## src/rtl/present_pkg.sv

```systemverilog
// present_pkg: shared PRESENT-80 primitives (S-box, pLayer, key updates) and decryptor FSM encoding
package present_pkg;
  localparam int NR_DEFAULT = 31;
  typedef enum logic [1:0] {IDLE, SETUP, DEC, DONE} dec_state_e;
  localparam logic [0:15][3:0] SBOX     = 64'hC56B90AD3EF84712;
  localparam logic [0:15][3:0] INV_SBOX = 64'h5EF8C12DB463079A;
  function automatic logic [63:0] s_layer(input logic [63:0] x);
    logic [63:0] r;
    for (int i = 0; i < 16; i++) r[4*i +: 4] = SBOX[x[4*i +: 4]];
    return r;
  endfunction
  function automatic logic [63:0] inv_s_layer(input logic [63:0] x);
    logic [63:0] r;
    for (int i = 0; i < 16; i++) r[4*i +: 4] = INV_SBOX[x[4*i +: 4]];
    return r;
  endfunction
  // bit i moves to 16*(i%4) + i/4, which is i*16 mod 63 with bit 63 fixed
  function automatic logic [63:0] p_layer(input logic [63:0] x);
    logic [63:0] r;
    for (int i = 0; i < 64; i++) r[(i%4)*16 + i/4] = x[i];
    return r;
  endfunction
  function automatic logic [63:0] inv_p_layer(input logic [63:0] x);
    logic [63:0] r;
    for (int i = 0; i < 64; i++) r[i] = x[(i%4)*16 + i/4];
    return r;
  endfunction
  function automatic logic [79:0] key_fwd(input logic [79:0] k, input logic [4:0] rc);
    logic [79:0] t;
    t = {k[18:0], k[79:19]};
    t[79:76] = SBOX[t[79:76]];
    t[19:15] = t[19:15] ^ rc;
    return t;
  endfunction
  function automatic logic [79:0] key_inv(input logic [79:0] k, input logic [4:0] rc);
    logic [79:0] t;
    t = k;
    t[19:15] = t[19:15] ^ rc;
    t[79:76] = INV_SBOX[t[79:76]];
    return {t[60:0], t[79:61]};
  endfunction
  function automatic logic [63:0] dec_round(input logic [63:0] s, input logic [63:0] rk);
    return inv_s_layer(inv_p_layer(s ^ rk));
  endfunction
endpackage

```

## src/rtl/present_dec_key.sv

```systemverilog
// present_dec_key: key register stepping the PRESENT-80 schedule forward or backward, optional K32 cache
// Ports: CK clock, RN sync active-low reset, i_load load at start, i_fwd forward/inverse select,
//   i_step apply one update, i_commit end of forward schedule, i_key cipher key, i_rc round counter,
//   o_rk current round key (upper 64 bits), o_hit cached K32 available for i_key.
// Build option: PRESENT_DEC_KEYCACHE_EN adds the tag/K32/valid cache.
module present_dec_key
  import present_pkg::*;
(
  input  logic        CK,
  input  logic        RN,
  input  logic        i_load,
  input  logic        i_fwd,
  input  logic        i_step,
  input  logic        i_commit,
  input  logic [79:0] i_key,
  input  logic [4:0]  i_rc,
  output logic [63:0] o_rk,
  output logic        o_hit
);
  logic [79:0] r_key, w_next, w_load;
  assign w_next = i_fwd ? key_fwd(r_key, i_rc) : key_inv(r_key, i_rc);
  assign o_rk = r_key[79:16];
`ifdef PRESENT_DEC_KEYCACHE_EN
  logic [79:0] r_tag, r_k32;
  logic        r_valid;
  assign o_hit = r_valid && (i_key == r_tag);
  assign w_load = o_hit ? r_k32 : i_key;
  // tag is captured at a missing start and only becomes valid once K32 for it is stored
  always_ff @(posedge CK)
    if (!RN) begin
      r_valid <= 1'b0;
      r_tag <= '0;
      r_k32 <= '0;
    end else if (i_load && !o_hit) begin
      r_tag <= i_key;
      r_valid <= 1'b0;
    end else if (i_commit) begin
      r_k32 <= w_next;
      r_valid <= 1'b1;
    end
`else
  logic w_unused;
  assign w_unused = i_commit;
  assign o_hit = 1'b0;
  assign w_load = i_key;
`endif
  always_ff @(posedge CK)
    if (!RN) r_key <= '0;
    else if (i_load) r_key <= w_load;
    else if (i_step) r_key <= w_next;
endmodule

```

## src/rtl/present_dec.sv

```systemverilog
// present_dec: iterative PRESENT-80 decryptor, one round per clock, start/ready handshake
// Ports: CK clock, RN sync active-low reset, start begin (IDLE only), ctext/key sampled on start,
//   ready one-cycle completion pulse, ptext recovered plaintext held until next completion.
// Build option: PRESENT_DEC_KEYCACHE_EN skips the forward schedule when the key repeats.
module present_dec
  import present_pkg::*;
#(
  parameter int NR = NR_DEFAULT
) (
  input  logic        CK,
  input  logic        RN,
  input  logic        start,
  input  logic [63:0] ctext,
  input  logic [79:0] key,
  output logic        ready,
  output logic [63:0] ptext
);
  localparam logic [4:0] RC_LAST = 5'(NR);
  dec_state_e  r_fsm, w_fsm_nxt;
  logic [4:0]  r_rc;
  logic [63:0] r_state, r_ptext, w_rk;
  logic        r_ready, w_load, w_fwd, w_step, w_commit, w_hit;
  present_dec_key u_key (
    .CK      (CK),
    .RN      (RN),
    .i_load  (w_load),
    .i_fwd   (w_fwd),
    .i_step  (w_step),
    .i_commit(w_commit),
    .i_key   (key),
    .i_rc    (r_rc),
    .o_rk    (w_rk),
    .o_hit   (w_hit)
  );
  always_comb begin
    w_fsm_nxt = r_fsm;
    w_load = 1'b0;
    w_fwd = 1'b0;
    w_step = 1'b0;
    w_commit = 1'b0;
    case (r_fsm)
      IDLE: begin
        w_load = start;
        w_fsm_nxt = !start ? IDLE : w_hit ? DEC : SETUP;
      end
      SETUP: begin
        w_fwd = 1'b1;
        w_step = 1'b1;
        w_commit = r_rc == RC_LAST;
        w_fsm_nxt = r_rc == RC_LAST ? DEC : SETUP;
      end
      DEC: begin
        w_step = 1'b1;
        w_fsm_nxt = r_rc == 5'd1 ? DONE : DEC;
      end
      default: w_fsm_nxt = IDLE;
    endcase
  end
  always_ff @(posedge CK)
    if (!RN) begin
      r_fsm <= IDLE;
      r_rc <= '0;
      r_state <= '0;
      r_ptext <= '0;
      r_ready <= 1'b0;
    end else begin
      r_fsm <= w_fsm_nxt;
      r_ready <= r_fsm == DONE;
      if (r_fsm == DONE) r_ptext <= r_state ^ w_rk;
      if (w_load) begin
        r_state <= ctext;
        r_rc <= w_hit ? RC_LAST : 5'd1;
      end
      if (r_fsm == SETUP) r_rc <= r_rc == RC_LAST ? RC_LAST : r_rc + 5'd1;
      if (r_fsm == DEC) begin
        r_state <= dec_round(r_state, w_rk);
        r_rc <= r_rc == 5'd1 ? 5'd1 : r_rc - 5'd1;
      end
    end
  assign ready = r_ready;
  assign ptext = r_ptext;
endmodule
```

## config.mk

```make
export PLATFORM = sky130hd
export DESIGN_NAME = present_dec
export DESIGN_NICKNAME = d
export VERILOG_FILES = /design/src/rtl/present_pkg.sv /design/src/rtl/present_dec_key.sv /design/src/rtl/present_dec.sv
export SDC_FILE = /design/constraint.sdc
export NUM_CORES = 1
export LEC_CHECK = 0
export ABC_AREA = 1
export CAP_MARGIN = 25
export CORE_AREA = 2 2 219 221
export DETAILED_ROUTE_END_ITERATION = 6
export DIE_AREA = 0 0 221 223
export PLACE_DENSITY = 0.5
export SLEW_MARGIN = 20
export SYNTH_ARGS = -nofsm -noshare
export SYNTH_HDL_FRONTEND = slang
export SYNTH_SLANG_ARGS = --single-unit
```

## constraint.sdc

```tcl
create_clock -name CK -period 1.8 [get_ports CK]
set_clock_uncertainty 0.1 [all_clocks]
set_input_delay 0.27 -clock CK [delete_from_list [all_inputs] [get_ports CK]]
set_output_delay 0.27 -clock CK [all_outputs]
set_load 0.02 [all_outputs]
```

* Word-level counts from Yosys, hierarchy flattened
Memories as Yosys holds them, arrays and structs flattened.
Index checks and enable logic that the tools add are counted.
Widths: inputs -> output; s select.
** Storage, ports and cells
- Register bits :: 216
- Bits in writable memories :: 0
- Memories kept :: 18
- Word-level logic and storage cells :: 128
- Bits in latches :: 0
- Bits of input ports :: 147
- ROM bits :: 1152
** Memory list
- (no name shown) :: words 16, bits a word 4, read ports 1, clocked after Yosys merged registers in 0, write ports 0, RTL line present_pkg.sv:14 : for (int i = 0; i < 16; i++) r[4*i +: 4] = INV_SBOX[x[4*i +: 4]];
- (no name shown) :: words 16, bits a word 4, read ports 1, clocked after Yosys merged registers in 0, write ports 0, RTL line present_pkg.sv:14
- (no name shown) :: words 16, bits a word 4, read ports 1, clocked after Yosys merged registers in 0, write ports 0, RTL line present_pkg.sv:14
- (no name shown) :: words 16, bits a word 4, read ports 1, clocked after Yosys merged registers in 0, write ports 0, RTL line present_pkg.sv:14
- (no name shown) :: words 16, bits a word 4, read ports 1, clocked after Yosys merged registers in 0, write ports 0, RTL line present_pkg.sv:14
- (no name shown) :: words 16, bits a word 4, read ports 1, clocked after Yosys merged registers in 0, write ports 0, RTL line present_pkg.sv:14
- +12 memories
** Operators by class
- Muxes and demuxes :: 53
- Add/sub/neg operators :: 2
- Eq/ne operators :: 5
- Bitwise gates (word level) :: 21
- Order comparisons :: 18
- Multipliers :: 0
- Shifts and indexed selects :: 0
- Divide/modulo/power cells :: 0
- Reduce and logical (&&, ||, !) cells :: 5
** Operators by type and width (count)
- $mux 80 :: 3
- $mux 4 :: 36
- $mux 64 :: 2
- $ge 5x5->1 const B :: 18
- $not 4->5 :: 18
- $xor 64x64->64 :: 1
- $mux 5 :: 5
- $xor 5x5->5 :: 2
- $pmux 2 s3 :: 1
- $add 5x1->5 const B :: 1
- $eq 5x1->1 const B :: 1
- $eq 5x5->1 const B :: 1
- $mux 1 :: 5
- $sub 5x1->5 const B :: 1
- $eq 2x2->1 const B :: 2
- $reduce_bool 2->1 :: 2
- $reduce_bool 3->1 :: 1
- $eq 2x1->1 const B :: 1
- $logic_not 2->1 :: 1
- $mux 2 :: 1
- $reduce_or 2->1 :: 1

* Depth between registers and ports, before layout
Gate-level depths: netlist of the first run.
- Word-level depth :: 7
- Mapped depth :: 11
- Gate-level depth less buffers :: 11

* Hierarchy
A second synthesis of the first run with hierarchy kept.
** Second synthesis, totals
- Cell total of the unflattened synthesis :: 2239
- Area total of the unflattened synthesis :: 14918.1 um2
** By module, submodules not included
- present_dec :: area an instance 9883.2 um2, cells each 1503, sequential area each 2722.6 um2, instances 1
- present_dec_key :: area an instance 5034.8 um2, cells each 736, sequential area each 1601.5 um2, instances 1

* Least setup slack after synthesis of the first run
Ideal clock, no wire load.
- Kind :: reg-to-reg
- Start point :: reg u_key.r_key[16]
- End point :: reg r_state[3]
- Period minus slack after synthesis :: 1837 ps
- Path slack :: -37 ps
- Library setup time :: 128 ps
- Buffers on the path :: 0
- Stages on the path, launching flop included :: 11
- Data arrival time :: 1609 ps
- Cells stage by stage :: dfxtp_1 -> xor2_1 -> inv_1 -> ha_1 -> inv_1 -> nand2_1 -> o21ai_0 -> nand2_1 -> nand2_1 -> a21oi_1 -> nor2_1
** Between the ends
- Cells in the longest elaborated chain, start to end :: 6
** RTL lines
- from (decl) :: RTL line present_dec_key.sv:20 : logic [79:0] r_key, w_next, w_load;
- from (signal assigned) :: RTL line present_dec_key.sv:49 : else if (i_load) r_key <= w_load;
- from (signal assigned) :: RTL line present_dec_key.sv:50 : else if (i_step) r_key <= w_next;
- $xor 64x64->64 :: RTL line present_pkg.sv:43 : return inv_s_layer(inv_p_layer(s ^ rk));
- $not 4->5 (implied by the code) :: RTL line present_pkg.sv:14
- $mem_v2 16x4
- $mux 4 (implied by the code) (2 in series) :: RTL line present_pkg.sv:14
- $mux 64 :: RTL line present_dec.sv:75 : if (r_fsm == DEC) begin
- to (signal assigned) :: RTL line present_dec.sv:71 : r_state <= ctext;
- to (signal assigned) :: RTL line present_dec.sv:76 : r_state <= dec_round(r_state, w_rk);
- to (decl) :: RTL line present_dec.sv:21 : logic [63:0] r_state, r_ptext, w_rk;
No other way between the ends. The select of a mux whose other input is x is not followed.
A chain may end at the register's enable or synchronous reset.

* Final worst setup path of the first run
- Start point :: reg u_key.r_key[21]
- End point :: reg r_state[23]
Same word-level chain as after synthesis.

==> results.cfg, run 1 <==
[run_status]
status = finished, violations left
violations = design-rule violations

[placed_design]
place_inst = 2970
place_congestion = 0.929
placement.io_buffers = 211
placed_cell_area_sq_um = 18400
dpl.hpwl_mm = 48.3

[cts]
postCtsHoldBufs = 0
cts-root-buf = clkbuf_16
cts_tree = built
cts_buffer_depth = 3
cts.clk_slew.worst_paths_ns = 0.06
clock-sinks = 216
htree_levels = 1
numCtsBuffers = 28
clock_latency_ns = 0.58

[cells_and_area]
diodes = 0
seq_area_sq_um = 4400
design_area_sq_um = 20200
final_cells = 3029
drive_gt1_frac = 0.186
multi_input_area_sq_um = 8930
mostFrequentLayoutCell = nand2_1
final_nets = 2659
area_growth_pct = 44.3
mostFrequentLayoutCells = nand2_1, buf_4, inv_1
nFillCells = 4828

[logic_synthesis]
avgSynthCellArea_sq_um = 6.92
synth_cell_types = 32
yosysTopAreaCellShare = 0.310
yosysSeqAreaShare = 0.310
synth_nets = 2281
ys_ff_latch = 216
yosysWarningCount = 0
postSynthCellCount = 2019
yosysTopAreaCell = dfxtp_1
syn_area_sq_um = 14000
synthTopCellsByArea = dfxtp_1, nand2_1, ha_1

[floorplan]
ios = 212
rows = 80
fp.coreArea_sq_um = 47100
initial_utilization = 0.296
dieArea_sq_um = 49300
die_y_um = 223
fp.dieW_um = 221

[hold_path]
hold_depth = 4
hold_class = in -> reg

[timing]
finalHoldViolCount = 0
max_freq_mhz = 556
post-route-period-util = 0.999
setup-tns-final_ns = 0
slew_headroom = 0.654
worst_slew_pin_slew_ns = 0.516
drv_slew = 0
whs_ns = 0.109
finalCriticalPeriod_ns = 1.80
grt_setup_unrepaired = yes
setup_viol = 0

[power]
power_leakage_nw = 9.41
p_per_area_nw_per_um2 = 910
total_power_mw = 18.3
vdd_drop_max_mv = 0.624

[routing]
drt-pass1-iter-count = 7
routed_wl_mm = 62.5
drt_iter0_drc = 1427
ant_nets = 0
avgRoutedWirePerCell_um = 20.6
drc = 3
via_per_inst = 5.10
vias = 15453

[global_route]
gr-total-overflow = 0
grt_pass1_vias = 14697
grtUsageMet1 = 0.358
grtUsageMet2 = 0.375
antenna_found_initial = 1
top_usage_layer = met2
grtUsageTotal = 0.245
grt_pass1_wl_mm = 92.7
grt_max_degree = 82
globalRouteMet3Util = 0.0335

[critical_path]
worstPathRequired_ns = 2.15
cp.arrival_ns = 2.15
crit_fanout = 3
worst_setup_path_end_kind = flop
cp-start-kind = flop
reg2regPathDepth = 11
crit_type = reg -> reg

[job]
maxCapViolations = 0
[Yosys cell counts]
| library cell | instances |
|---|---|
| clkinv_1 | 1 |
| xor2_1 | 20 |
| xnor2_1 | 30 |
| buf_2 | 43 |
| or2_2 | 7 |
| a31oi_1 | 77 |
| nand2_2 | 3 |
| o221ai_1 | 27 |
| xnor2_2 | 2 |
| nand3_1 | 100 |
| ha_1 | 115 |
| o221a_2 | 1 |
| nand2_1 | 585 |
| or2_1 | 1 |
| buf_4 | 5 |
| a21oi_1 | 81 |
| a211oi_1 | 2 |
| nand2_4 | 1 |
| inv_2 | 9 |
| a22o_1 | 18 |
| o211ai_1 | 152 |
| dfxtp_1 | 216 |
| nor3_1 | 1 |
| a41oi_1 | 1 |
| inv_1 | 229 |
| buf_1 | 6 |
| clkbuf_1 | 60 |
| nor2_1 | 33 |
| o21a_1 | 1 |
| inv_4 | 1 |
| o21ai_0 | 172 |
| o21ai_1 | 19 |
[cells by family (layout without fill, tap and decap cells)]
logic type / count (synthesis) / after routing / share of synthesized area
AOI/OAI and AO/OA: 551 / 551 / 0.245
xor gates and xnor gates: 52 / 52 / 0.0337
adders and majority gates: 115 / 115 / 0.103
buffers and inverters: 354 / 749 / 0.101
DFF: 216 / 216 / 0.310
and+or+nand+nor: 731 / 731 / 0.208
[flip-flops by register name, indices dropped and copies added, names as in the netlist]
register / flops
u_key.r_key: 80
ptext: 64
r_state: 64
r_rc: 5
r_fsm: 2
ready: 1
[final timing paths]
check | end | slack (ns) | from
setup / recovery | r_state[23] | 0.003 | u_key.r_key[21]
hold / removal | r_state[63] | 0.11 | RN
setup reg to reg | r_state[23] | 0.003 | u_key.r_key[21]
hold reg to reg | ptext[8] | 0.37 | ptext[8]
[through the flow]
| stage | setup WS (ns) | util |
|---|---|---|
| 2_1_floorplan | 0.0349 | - |
| 3_3_place_gp | -0.475 | 0.391 |
| 3_5_place_dp | -0.491 | 0.391 |
| 4_1_cts | -0.0380 | 0.417 |
| 5_1_grt | -0.0450 | 0.427 |
| 6_report | 0.00263 | 0.427 |
[timing repair]
item / in CTS / in global routing
buffers inserted: 6 / 9
hold endpoints to repair: 0 / 0
setup endpoints to repair: 113 / 93
gates resized for setup: 133 / 132
cloned: 1 / 0
pin swaps: 11 / 33
[critical path, stage by stage, from the launching register on]
cell and delay (ns):
dfxtp_4 0.38, xor2_1 0.15, buf_4 0.17, clkinvlp_4 0.12
buf_6 0.14, ha_2 0.18, inv_1 0.06, nand2_1 0.06
nand3_1 0.09, nand2_1 0.07, a21oi_2 0.12, nor2_1 0.04
[final cells by class]
class,count,area share
well taps,615,0.0382
repair buffers,462,0.210
clock inverters,4,0.00348
multi-input cells,1449,0.443
clock buffers,43,0.0416
inverters,240,0.0455
flip-flops and latches,216,0.218
[per-layer routing]
metal / part of all wire / vias to the layer above
met2: 0.44 / 593
li1: - / 7530
met4: 0.028 / 0
met3: 0.064 / 72
met1: 0.47 / 7258
met5: 0 / -
[where the power goes]
group / internal, mW / switching, mW / total (mW)
Combinational: 3.01 / 3.92 / 6.93
Sequential: 5.15 / 0.523 / 5.68
Clock: 3.44 / 2.30 / 5.74
Total: 11.6 / 6.74 / 18.3
Power figures use the tool's default switching activity.
==> run 2, diff against run 1 <==
CORE_AREA = 2 2 171 173   (was 2 2 219 221)
DIE_AREA = 0 0 173 175   (was 0 0 221 223)
PLACE_DENSITY = 0.76   (was 0.5)
==> results.cfg, run 2 (synthesis results as in run 1) <==
[cells_and_area]
largest_reg_flops = 80
nFillCells = 2361
mostFrequentLayoutCell = nand2_1
design_area_sq_um = 19700
final_util = 0.695
top_register = u_key.r_key
mostFrequentLayoutCells = nand2_1, inv_1, buf_4
drive_gt1_frac = 0.179
area_growth_pct = 41.2
final_cells = 2766
final_nets = 2625
diodes = 0

[cts]
clock-sinks = 216
cts_buffer_depth = 3
cts_tree = built
cts.clk_slew.worst_paths_ns = 0.06
cts-root-buf = clkbuf_16
clock_latency_ns = 0.56
htree_levels = 1
numCtsBuffers = 26

[floorplan]
fp.dieW_um = 173
initial_utilization = 0.492
ios = 212
dieArea_sq_um = 30300
fp.coreArea_sq_um = 28400
die_y_um = 175
rows = 62

[placed_design]
placement.io_buffers = 211
dpl.hpwl_mm = 42.1
placed_cell_area_sq_um = 17900
place_inst = 2707
place_congestion = 0.991

[timing]
worst_slew_pin_slew_ns = 0.497
setup_viol = 0
max_freq_mhz = 558
slew_headroom = 0.668
drv_slew = 0
grt_setup_unrepaired = yes
finalCriticalPeriod_ns = 1.79
post-route-period-util = 0.996
finalHoldViolCount = 0

[routing]
met1_length_mm = 24.3
drt-pass1-iter-count = 7
top_layer = met4
drc = 0
routed_wl_mm = 57.4
vias = 16038
avgRoutedWirePerCell_um = 20.8
via_per_inst = 5.80
wl_met3_mm = 6.30
route.met2.wl_mm = 24.4
drt_iter0_drc = 1905
ant_nets = 0

[critical_path]
cp.depth = 11
crit_path_cell_trace = xor2_1, buf_4, inv_2, ha_4, inv_1, nand2_2, o21ai_1, nand2_1, nand2_2, a21oi_2, nor2_1
worstPathRequired_ns = 2.13
reg2regPathDepth = 11
cp.arrival_ns = 2.13
worst_setup_path_end_kind = flop
critPathTopFamily = flip-flops
startpoint = u_key.r_key[21]
path_common_cell = nand2_2
endpoint = r_state[23]
r2r-start = u_key.r_key[21]
cpMaxStageDelayCell = dfxtp_2
worst-path-buf-inv = 3
crit_type = reg -> reg
r2r-end = r_state[23]
crit_fanout = 3
slowest_delay_ns = 0.37
cp-start-kind = flop
reg2reg_slack_ns = 0.008

[power]
power_leakage_nw = 9.31
p_per_area_nw_per_um2 = 936
vdd_drop_max_mv = 0.628
total_power_mw = 18.5

[global_route]
antenna_found_initial = 0
grt_pass1_vias = 14829
grtUsageTotal = 0.357
gr-total-overflow = 0
grt_pass1_wl_mm = 84.8
grt_max_degree = 111

[hold_path]
hold_class = in -> reg

[job]
maxCapViolations = 0

[run_status]
status = finished clean
==> run 2: cell count changes in the layout (fill, tap and decap cells not counted), moves of 3 or more <==
cell,previous run,this run
ha_4,15,11
dfxtp_2,28,32
dfxtp_1,177,171
bufinv_16,2,5
clkbuf_1,8,1
buf_4,222,185
buf_12,21,18
clkinv_2,2,5
==> run 2: per-layer routing <==
metal / vias to the layer above / GRT usage
met4: 0 / 0.146
met5: - / 0
met3: 127 / 0.0603
met1: 7496 / 0.502
met2: 972 / 0.543
li1: 7443 / -
==> run 2: cell type report <==
class	count	area (sq um)	area share
well taps	384	480	0.0244
repair buffers	430	4070	0.206
multi-input cells	1449	8880	0.450
clock inverters	12	190	0.00964
flip-flops and latches	216	4410	0.224
clock buffers	35	776	0.0393
inverters	240	916	0.0464
==> run 2: worst min path at each step <==
stage | from | cells past startpoint | end | slack [ns]
after floorplan | key[2] | 2 | u_key.r_key[2] | 0.33
after global placement | ptext[31] | 2 | ptext[31] | 0.36
after detailed placement | ptext[61] | 2 | ptext[61] | 0.37
after CTS | RN | 5 | r_state[60] | 0.12
after global routing | RN | 5 | r_state[60] | 0.14
final | RN | 4 | r_state[26] | 0.14
==> run 2: metrics by stage <==
stage	setup TNS [ns]	hold slack, ns	setup WS (ns)
5_1_grt	-0.213	0.137	-0.0602
2_1_floorplan	0	0.332	0.0349
3_3_place_gp	-10.09	0.362	-0.329
4_1_cts	0	0.122	0.000352
6_report	0	0.140	0.00807
3_5_place_dp	-11.43	0.367	-0.318
==> run 2: worst min-delay path: stages <==
cell and delay, ns:
buf_4 0.14, buf_12 0.20, o221ai_1 0.10, a21oi_1 0.05
==> run 2: where the power goes <==
part           leakage [nW]  internal, mW  switching (mW)
combinational          7.05          2.92            3.86
sequential             1.79          5.15           0.540
clock                 0.475          3.72            2.27
total                  9.31          11.8            6.67
==> run 2: timing repair <==
item                                    4_1_cts  5_1_grt
hold buffers                                  0        0
pin swaps                                     7       35
buffers inserted                              3        5
resized for setup                           127      150
endpoints found under the setup margin      116       95
cloned                                        1        4
